===== src/rtl/fetch_sequencer.sv =====
// fetch_sequencer: instruction-fetch controller that owns the PC, drives a one-cycle-latency memory and hands PC-tagged words to decode
//
// Ports:
//   clk            system clock, rising edge
//   reset          asynchronous, active-high reset
//   o_mem_addr     byte address of the word being fetched (always the PC)
//   i_mem_instr    memory read data, valid the cycle after o_mem_addr was sampled
//   o_out_valid    o_out_instr/o_out_pc hold a fetched instruction
//   i_out_ready    decode accepts this cycle
//   o_out_instr    fetched instruction word
//   o_out_pc       byte address of o_out_instr
//   i_redir_valid  branch/jump redirect request
//   i_redir_pc     redirect target
//   i_halt_req     stop issuing new fetches while high
//   o_halted       fetch idle and drained
//   o_fault        sticky out-of-range (or misaligned) fetch indication
//
// Optional feature: define FETCH_ALIGN_CHECK_EN to make a misaligned redirect
// target raise the fault instead of being silently aligned down.
module fetch_sequencer #(
    parameter logic [31:0] RESET_PC  = 32'h0000_0000,
    parameter int unsigned MEM_BYTES = 2048
) (
    input  logic        clk,
    input  logic        reset,
    output logic [31:0] o_mem_addr,
    input  logic [31:0] i_mem_instr,
    output logic        o_out_valid,
    input  logic        i_out_ready,
    output logic [31:0] o_out_instr,
    output logic [31:0] o_out_pc,
    input  logic        i_redir_valid,
    input  logic [31:0] i_redir_pc,
    input  logic        i_halt_req,
    output logic        o_halted,
    output logic        o_fault
);
    localparam logic [1:0]  S_RUN   = 2'd0;
    localparam logic [1:0]  S_HALT  = 2'd1;
    localparam logic [1:0]  S_FAULT = 2'd2;
    localparam logic [31:0] LAST_PC = 32'(MEM_BYTES - 4);

    logic [31:0] r_pc, r_inflight_pc, r_skid_instr, r_skid_pc;
    logic        r_inflight, r_skid_valid, r_fault;
    logic [1:0]  r_state;
    logic [31:0] w_redir_pc;
    logic        w_redir, w_misalign, w_has_word, w_range_bad;
    logic        w_issue_ok, w_issue, w_capture;

    // FAULT is terminal, so redirects are ignored there
    assign w_redir = i_redir_valid && r_state != S_FAULT;
`ifdef FETCH_ALIGN_CHECK_EN
    assign w_misalign = i_redir_pc[1:0] != 2'b00;
    assign w_redir_pc = i_redir_pc;
`else
    assign w_misalign = 1'b0;
    assign w_redir_pc = i_redir_pc & 32'hFFFF_FFFC;
`endif

    // inflight and skid are never both set: a capture always clears inflight
    // and nothing issues while the skid is full
    assign w_has_word  = r_skid_valid || r_inflight;
    assign w_range_bad = r_pc > LAST_PC;
    assign w_issue_ok  = r_state == S_RUN && !w_redir && !i_halt_req && !r_skid_valid
                         && (!r_inflight || i_out_ready);
    assign w_issue     = w_issue_ok && !w_range_bad;
    assign w_capture   = r_inflight && !r_skid_valid && !i_out_ready;

    assign o_mem_addr  = r_pc;
    assign o_out_valid = w_has_word && !w_redir;
    assign o_out_instr = r_skid_valid ? r_skid_instr : r_inflight ? i_mem_instr : 32'd0;
    assign o_out_pc    = r_skid_valid ? r_skid_pc : r_inflight ? r_inflight_pc : 32'd0;
    assign o_halted    = r_state == S_HALT || (r_state == S_FAULT && !w_has_word);
    assign o_fault     = r_fault;

    always_ff @(posedge clk or posedge reset) begin
        if (reset) begin
            r_pc          <= RESET_PC;
            r_inflight_pc <= 32'd0;
            r_inflight    <= 1'b0;
            r_skid_valid  <= 1'b0;
            r_skid_instr  <= 32'd0;
            r_skid_pc     <= 32'd0;
            r_state       <= S_RUN;
            r_fault       <= 1'b0;
        end else if (w_redir) begin
            // a redirect flushes wrong-path words; halt resumes once drained
            r_inflight   <= 1'b0;
            r_skid_valid <= 1'b0;
            if (w_misalign) begin
                r_fault <= 1'b1;
                r_state <= S_FAULT;
            end else begin
                r_pc    <= w_redir_pc;
                r_state <= (r_state == S_HALT && i_halt_req) ? S_HALT : S_RUN;
            end
        end else begin
            r_inflight <= w_issue;
            if (w_issue) begin
                r_pc          <= r_pc + 32'd4;
                r_inflight_pc <= r_pc;
            end
            if (w_capture) begin
                r_skid_valid <= 1'b1;
                r_skid_instr <= i_mem_instr;
                r_skid_pc    <= r_inflight_pc;
            end else if (i_out_ready) begin
                r_skid_valid <= 1'b0;
            end
            if (w_issue_ok && w_range_bad) begin
                r_fault <= 1'b1;
                r_state <= S_FAULT;
            end else if (r_state == S_RUN && i_halt_req && !w_has_word) begin
                r_state <= S_HALT;
            end else if (r_state == S_HALT && !i_halt_req) begin
                r_state <= S_RUN;
            end
        end
    end
endmodule

===== config.mk =====
export PLATFORM = sky130hd
export DESIGN_NAME = fetch_sequencer
export DESIGN_NICKNAME = d
export VERILOG_FILES = /design/src/rtl/fetch_sequencer.sv
export SDC_FILE = /design/constraint.sdc
export NUM_CORES = 1
export LEC_CHECK = 0
export ABC_CLOCK_PERIOD_IN_PS = 4700
export BUFFER_PORTS_ARGS = -buffer_cell sky130_fd_sc_hd__buf_2
export CAP_MARGIN = 5
export CORE_MARGIN = 2
export CORE_UTILIZATION = 50
export DETAILED_ROUTE_END_ITERATION = 8
export PLACE_DENSITY = 0.75
export SYNTH_ARGS = -nofsm -noshare
export SYNTH_HDL_FRONTEND = slang
export SYNTH_SLANG_ARGS = --single-unit

===== constraint.sdc =====
create_clock -name clk -period 4.7 [get_ports clk]
set_input_delay 0.705 -clock clk [delete_from_list [all_inputs] [get_ports clk]]
set_output_delay 0.705 -clock clk [all_outputs]
set_load 0.03 [all_outputs]

==> results.txt, run 1 <==
- The sequential cells in the finished layout cover a total of 3179 um2.
- The count of endpoints failing hold in the final timing report is 0.
- The clock net in this run drives a total of 127 sinks.
- The worst pin sits at a relative slew slack of 0.2998.
- In this run, post-CTS hold repair placed 0 buffers.
* Worst Clk Skew: 9.779 ps
- At the end of routability-driven placement, the weighted congestion stood at 0.7684.
- Post-Synth Adder-Cell Area: 0.002184
* Average cell area after synthesis: 10.71 um2
- The worst setup path is captured at a primary output.
* Number of setup violations in the final report: 0
- The final count of pins violating max slew is 0.
- CTS buffer count: 17
* Total negative slack: 0 ps
- On the worst path, the slowest cell contributes a delay of 810 ps.
- For this design, the slowest cell found on the critical path is sky130_fd_sc_hd__nor2b_2.
- The worst setup path is of the flip-flop to primary output kind.
- For the worst setup path, the data arrival time is 2100 ps.
* Most numerous cell types in the synthesized netlist: sky130_fd_sc_hd__nand2_1 (145), sky130_fd_sc_hd__dfrtp_1 (127), sky130_fd_sc_hd__mux2_2 (69)
* Clock root buffer master: sky130_fd_sc_hd__clkbuf_16
- Total number of H-tree levels: 4
- Traced cell by cell, the critical path runs through nor2b_2 > a22o_1 > buf_2.
* Die Height: 111.0 um
- Along the worst path, the maximum fanout reaches 25.
- The biggest area contributor in the post-synthesis netlist is sky130_fd_sc_hd__dfrtp_1.
- IO Count: 168
* Post-layout minimum cycle time: 2809 ps
* DR vias: 4,474
- The initialized floorplan defines 39 standard-cell rows.
* Maximum clock rate: 356.0 MHz
- HPWL reported at the end of detailed placement: 8399 um
- Area inside the core boundary: 11,320 um2
* Initial cell density of the core: 0.5060
- For this run, the leading register cell type out of synthesis is sky130_fd_sc_hd__dfrtp_1.
- Wires add up to 13,020 um.
- Final worst-path cycle share: 0.5977
* Maximum number of pins on one net before global-route repair: 105
- After synthesis, the largest family of logic cells by area is simple AND/OR/NAND/NOR gates.
- Post-CTS clock slew at the launch and capture registers of the worst setup and hold paths: 60 ps
- Synthesis produced a netlist whose cell count is 535.
* Remaining antenna violation count after routing: 0
* Placement Cell Area: 6584 um2
* Mapped Area: 5728 um2
- Of the total synthesized cell area, the portion taken by XOR and XNOR cells is 0.004587.
- Routed WL per cell: 15.50 um
* Remaining global-route overflow: 0
- The number of global-route vias before repair came to 4,484.
- Final instance area: 7207 um2
- The Yosys step of the flow raised 0 warnings.
- Result of the run: finished clean
* Number of nets in the final layout: 754
- Total setup buffers inserted after CTS: 0
- TritonCTS clock tree: done
- For this run, the total global-route usage over all layers was measured as 0.2184.
- Hold Path Class: input port to async pin
- Number of antenna violations at the first check in global routing: 0
- Leading cell types by total area after synthesis: sky130_fd_sc_hd__dfrtp_1 (55%), sky130_fd_sc_hd__mux2_2 (14%), sky130_fd_sc_hd__nand2_1 (9.5%)
* Simple-gate share of the synthesized area: 0.1606
* P_leak: 3.763 nW
- RSZ-0062 raised after global routing: no
- Count of TritonRoute iterations in the first routing pass: 4
- Of the cells placed in the final design, the portion with a size suffix greater than 1 is 0.3931.
- Diodes inserted: 0
- Post-cts gate resize count: 0
- Detailed Route Iter0 Violations: 293
- Area enclosed by the die boundary: 12,330 um2
- For this design the ratio of total power to cell area is 425.6 nW/um2.
- Via-to-Cell Ratio: 5.326
- Horizontal die dimension: 111.0 um
* Fill cell total of the finished layout: 929
- The share of the synthesized area in compound gates (AO/OA/AOI/OAI) is 0.09131.
* Endpoint required time on the critical path: 3990 ps
- Area taken by multi-input logic gates: 2349 um2
- The area growth from synthesis to layout is 25.82%.
- Drc violations: 0
- Wire length of the first global-routing pass: 21,530 um
* Sequential area share after synthesis: 0.5548
* Leading cell type by number of instances after synthesis: sky130_fd_sc_hd__nand2_1
- Input and output buffers added on the ports amount to 161.
* Share of cell area taken by muxes after synthesis: 0.1472
* Maximum capacitance violations: 0
- IR drop worst, VDD: 0.3347 mV
- Yosys top cell area share: 0.5548
- In the synthesized netlist the async set-or-reset flop fraction comes to 1.000.
* Critical Path Source Type: flip-flop
- Synthesis-stage register bit count: 127
- The clock passes through at most 2 buffers.
- At the pin with the least slew margin, the transition time is 1046 ps.
- Worst-skew pair later-pin latency: 410 ps
- Counting cells, the worst reg-to-reg path comes to 7.
- The netlist uses 39 different library cells.
- Number of synthesized flops with an enable pin: 0
[metrics by stage]
step                setup slack (ps)  hold slack [ps]  power, mW    util  cells
finish                          1891            226.1      3.067  0.6366    840
global route                    1779            232.2      3.189  0.6366    840
CTS                             1871            216.9      3.092  0.6366    840
detailed placement              2135            454.5      1.724  0.5816    808
global placement                2156            451.6      1.708  0.5816    808
floorplan                      610.7            458.5      1.559       -    538
[flip-flops by register name (all words and copies together), names as in the netlist]
signal / flops
o_fault: 1
o_mem_addr: 30
r_inflight: 1
r_inflight_pc: 30
r_skid_instr: 32
r_skid_pc: 30
r_skid_valid: 1
r_state: 2
[routing by layer]
metal	wire [um]	vias to the layer above	track usage	part of all wire
met4	174	0	0.07572	0.013
li1	-	2113	-	-
met2	6624	112	0.3644	0.51
met1	5548	2235	0.2705	0.43
met5	0	-	0	0
met3	671	14	0.06889	0.052
[logic make-up after synthesis]
kind of cell / count (synthesis)
adder cells (fa/ha/maj): 1
AND/OR/NAND/NOR: 206
buffers and inverters: 44
flip-flops: 127
AO/OA/AOI/OAI: 78
XOR/XNOR: 3
multiplexers: 75
other: 1
[worst paths after layout]
path | from | end | slack [ps]
worst max register to register | r_skid_valid | o_mem_addr[4] | 2130
max in group asynchronous | reset | r_skid_valid | 3390
worst max-delay path | r_skid_valid | o_out_pc[22] | 1890
min in group clk | i_out_ready | r_skid_valid | 470
worst min register to register | r_skid_pc[8] | r_skid_pc[8] | 490
worst min-delay path | reset | o_mem_addr[15] | 230
[critical path, delay by kind of cell (launching register included)]
kind,cells,cell delay (ps)
and+or+nand+nor,1,810
DFF,1,400
buffers and inverters,1,200
AOI/OAI and AO/OA,1,270
[cell usage in the layout (no fill, tap or decap), types with 2 or more instances in the layout]
master,synthesis,layout
sky130_fd_sc_hd__a221o_1,4,4
sky130_fd_sc_hd__a22o_1,26,26
sky130_fd_sc_hd__and2_1,23,23
sky130_fd_sc_hd__and3_1,2,2
sky130_fd_sc_hd__buf_2,7,161
sky130_fd_sc_hd__buf_4,5,7
sky130_fd_sc_hd__bufinv_16,0,3
sky130_fd_sc_hd__clkbuf_1,26,4
sky130_fd_sc_hd__clkbuf_16,0,17
sky130_fd_sc_hd__clkbuf_8,0,6
sky130_fd_sc_hd__clkinv_2,0,2
sky130_fd_sc_hd__conb_1,1,4
sky130_fd_sc_hd__dfrtp_1,127,126
sky130_fd_sc_hd__mux2_1,5,5
sky130_fd_sc_hd__mux2_2,69,69
sky130_fd_sc_hd__nand2_1,145,145
sky130_fd_sc_hd__nand2b_1,4,4
sky130_fd_sc_hd__nand3_1,2,2
sky130_fd_sc_hd__nand4_1,3,3
sky130_fd_sc_hd__nor2_1,8,8
sky130_fd_sc_hd__nor3_1,7,7
sky130_fd_sc_hd__nor4_1,4,4
sky130_fd_sc_hd__nor4_2,3,3
sky130_fd_sc_hd__o21ai_0,42,42
sky130_fd_sc_hd__xnor2_1,3,3
[where the power goes]
group / leakage, nW / switching, mW / internal [mW]
clock network: 0.308 / 0.444 / 0.918
registers: 1.71 / 0.0879 / 1.17
logic: 1.74 / 0.310 / 0.138
[final cells by class]
type | count | share of cell area
Clock inverter | 5 | 0.01389
Sequential cell | 127 | 0.4411
Tap cell | 143 | 0.02483
Timing Repair Buffer | 168 | 0.1191
Inverter | 3 | 0.002604
Clock buffer | 27 | 0.07257
Multi-Input combinational cell | 367 | 0.3259
Note: power is estimated with default switching activity, not from simulation.
==> run 2: changes to the inputs <==
- ABC_CLOCK_PERIOD_IN_PS: 4700 -> 2700
- clock period: 4.7 -> 2.7 ns (I/O delays scaled with it)
==> run 2 against run 1 <==
Net effect: critical path depth grew 2; global-route usage grew 0.34 points; via count shrank 0.92%; clock-buffer cell count decreased by 2; hold slack got worse by 84 ps; power is 70% higher; cell area rose by 0.16%; clock skew decreased by 1.9 ps; wire length shrank 1.0%; first-iteration DRC count is 13% lower; non-clock buffer count up 3; critical endpoint is now o_out_instr[31]; largest cell class unchanged.
==> results.txt, run 2 (same netlist as run 1, synthesis figures left out) <==
* Die Height: 111.0 um
- Hold is met by 142.3 ps.
- P_leak: 3.767 nW
* Clock root buffer master: sky130_fd_sc_hd__clkbuf_16
- Arrival time reported for the critical path endpoint: 2070 ps
* Maximum capacitance violations: 0
- The die is 111.0 um wide.
- Total power divided by cell area: 722.6 nW/um2
- Across every metal layer, demand over resource in global routing totals 0.2218.
- Worst Max-Slew Pin Slew: 694.6 ps
- Routability-driven placement finished with a final weighted congestion of 0.7769.
* Final-report hold violation count: 0
- Final worst-path cycle share: 0.9149
- In this run the core area contains 39 standard-cell rows.
- After detailed routing, the average wire length per cell comes to 15.31 um.
- In the final timing run, aggregate negative setup slack is 0 ps.
- Leaving out filler cells and counting taps, the final layout contains 842.
- In this run, CTS created clock tree buffers numbering 17.
- Setup violations remaining at the end of the flow were counted as 0.
* Area enclosed by the die boundary: 12,330 um2
* Relative max-transition margin: 0.5369
- Vias in the first global route: 4,622
- Via-to-Cell Ratio: 5.265
- Post-layout minimum cycle time: 2470 ps
- Leading cell type in the layout, fill and taps excluded: sky130_fd_sc_hd__buf_2
- The worst setup path is launched from a flip-flop.
* CP endpoint kind: primary output
- Walking the worst path, the cells encountered are buf_4 > nor2b_2 > buf_4 > a22o_1 > buf_2.
* Maximum number of pins on one net before global-route repair: 128
- Synth-to-layout area growth: 26.02%
* Diodes inserted: 0
- Post-cts gate resize count: 0
* Worst Clk Skew: 7.878 ps
- Static timing analysis puts the maximum clock frequency at 404.8 MHz.
- Count of TritonRoute iterations in the first routing pass: 6
* Remaining antenna violation count after routing: 0
- Across all register-to-register paths, the minimum setup slack is 330 ps.
* Area inside the core boundary: 11,320 um2
- Total wire length: 12,890 um
- After the last flow step, the layout net total stands at 757.
- IO Count: 168
- Maximum single-stage delay on the critical path: 390 ps
- The tree built by TritonCTS fans out to 127 sinks.
- Detailed Route Iter0 Violations: 254
- TritonCTS built the clock tree.
- Endpoint required time on the critical path: 2300 ps
* Worst-skew pair later-pin latency: 410 ps
- Summing over every cut layer, the via total after detailed routing is 4,433.
- Max Slew Vio Count: 0
- The register with the most flip-flops in the layout has 32 of them.
* Proportion of layout cells with a drive suffix above 1: 0.3963
* Number of antenna violations at the first check in global routing: 0
- In this design, the largest share of critical-path delay is due to buffers and inverters.
- Crit path max-delay cell type: sky130_fd_sc_hd__buf_4
- HPWL reported at the end of detailed placement: 8515 um
- Leaving out fill and tap cells, the most frequent cells in the layout are sky130_fd_sc_hd__buf_2 (161), sky130_fd_sc_hd__nand2_1 (145), sky130_fd_sc_hd__dfrtp_1 (126), sky130_fd_sc_hd__mux2_2 (69), sky130_fd_sc_hd__o21ai_0 (42).
- Result of the run: finished clean
- RSZ-0062 raised after global routing: no
- Remaining global-route overflow: 0
* Total setup buffers inserted after CTS: 0
* Power, Total: 5.216 mW
- Counting tap cells, the placed design contains a total of 811 instances.
- At the placement stage, the worst setup path has a slack of 313.2 ps.
* Drc violations: 0
- Number of I/O port buffers: 161
- The setup path with the least slack is of type flip-flop to primary output.
- In this run the deepest clock path goes through 2 buffers.
- Along the worst path, the maximum fanout reaches 41.
- VDD sags by at most 0.5173 mV.
- Post-CTS clock slew at the launch and capture registers of the worst setup and hold paths: 50 ps
- Hold Path Class: input port to async pin
* Initial cell density of the core: 0.5060
* Hold bufs inserted after CTS: 0
* Most flop-heavy register: r_skid_instr
* Cell with the most instances on the worst path: sky130_fd_sc_hd__buf_4
* Final worst-path setup slack: 229.9 ps
- Wire length of the first global-routing pass: 21,970 um
- Counting both buffers and inverters, the worst setup path holds a total of 3.
- In this run the number of H-tree levels came out at 4.
-- run 2: power breakdown --
part	switching, mW	internal, mW
logic	0.546	0.246
registers	0.151	2.04
clock network	0.768	1.47
-- run 2: final cells by class --
| cell class | count | area (um2) |
|---|---|---|
| fill | 928 | 4103 |
| sequential | 127 | 3179 |
| multi-input combinational | 367 | 2349 |
| timing repair buffer | 171 | 905.9 |
| clock buffer | 25 | 505.5 |
| tap | 143 | 178.9 |
| clock inverter | 6 | 80.08 |
| inverter | 3 | 20.02 |
-- run 2: stage by stage --
step                utilization  area [um2]
floorplan                     -        5743
global placement         0.5859        6633
detailed placement       0.5859        6633
CTS                      0.6376        7218
global route             0.6376        7218
finish                   0.6376        7218
-- run 2: metal layers --
metal	vias to the layer above	share of wire	track usage
li1	2117	-	-
met1	2180	0.42	0.2703
met2	114	0.50	0.3673
met3	22	0.059	0.07053
met4	0	0.021	0.09136
met5	-	0	0
-- run 2: worst paths after layout --
kind / from / end / cells after the start
max reg2reg: o_mem_addr[16] / o_mem_addr[8] / 6
min in group clk: i_out_ready / r_skid_valid / 2
max in group asynchronous: reset / r_skid_valid / 3
min reg2reg: o_fault / o_fault / 1
max: r_inflight / o_out_instr[31] / 5
min: reset / r_skid_instr[26] / 3
-- run 2: worst reg2reg max path, cell delays in order, from the launching register on --
cell and delay, ps:
sky130_fd_sc_hd__dfrtp_1 390, sky130_fd_sc_hd__nor4_2 320, sky130_fd_sc_hd__nand4_1 240, sky130_fd_sc_hd__or3_1 500, sky130_fd_sc_hd__inv_6 130, sky130_fd_sc_hd__mux2_2 350, sky130_fd_sc_hd__a221o_1 300
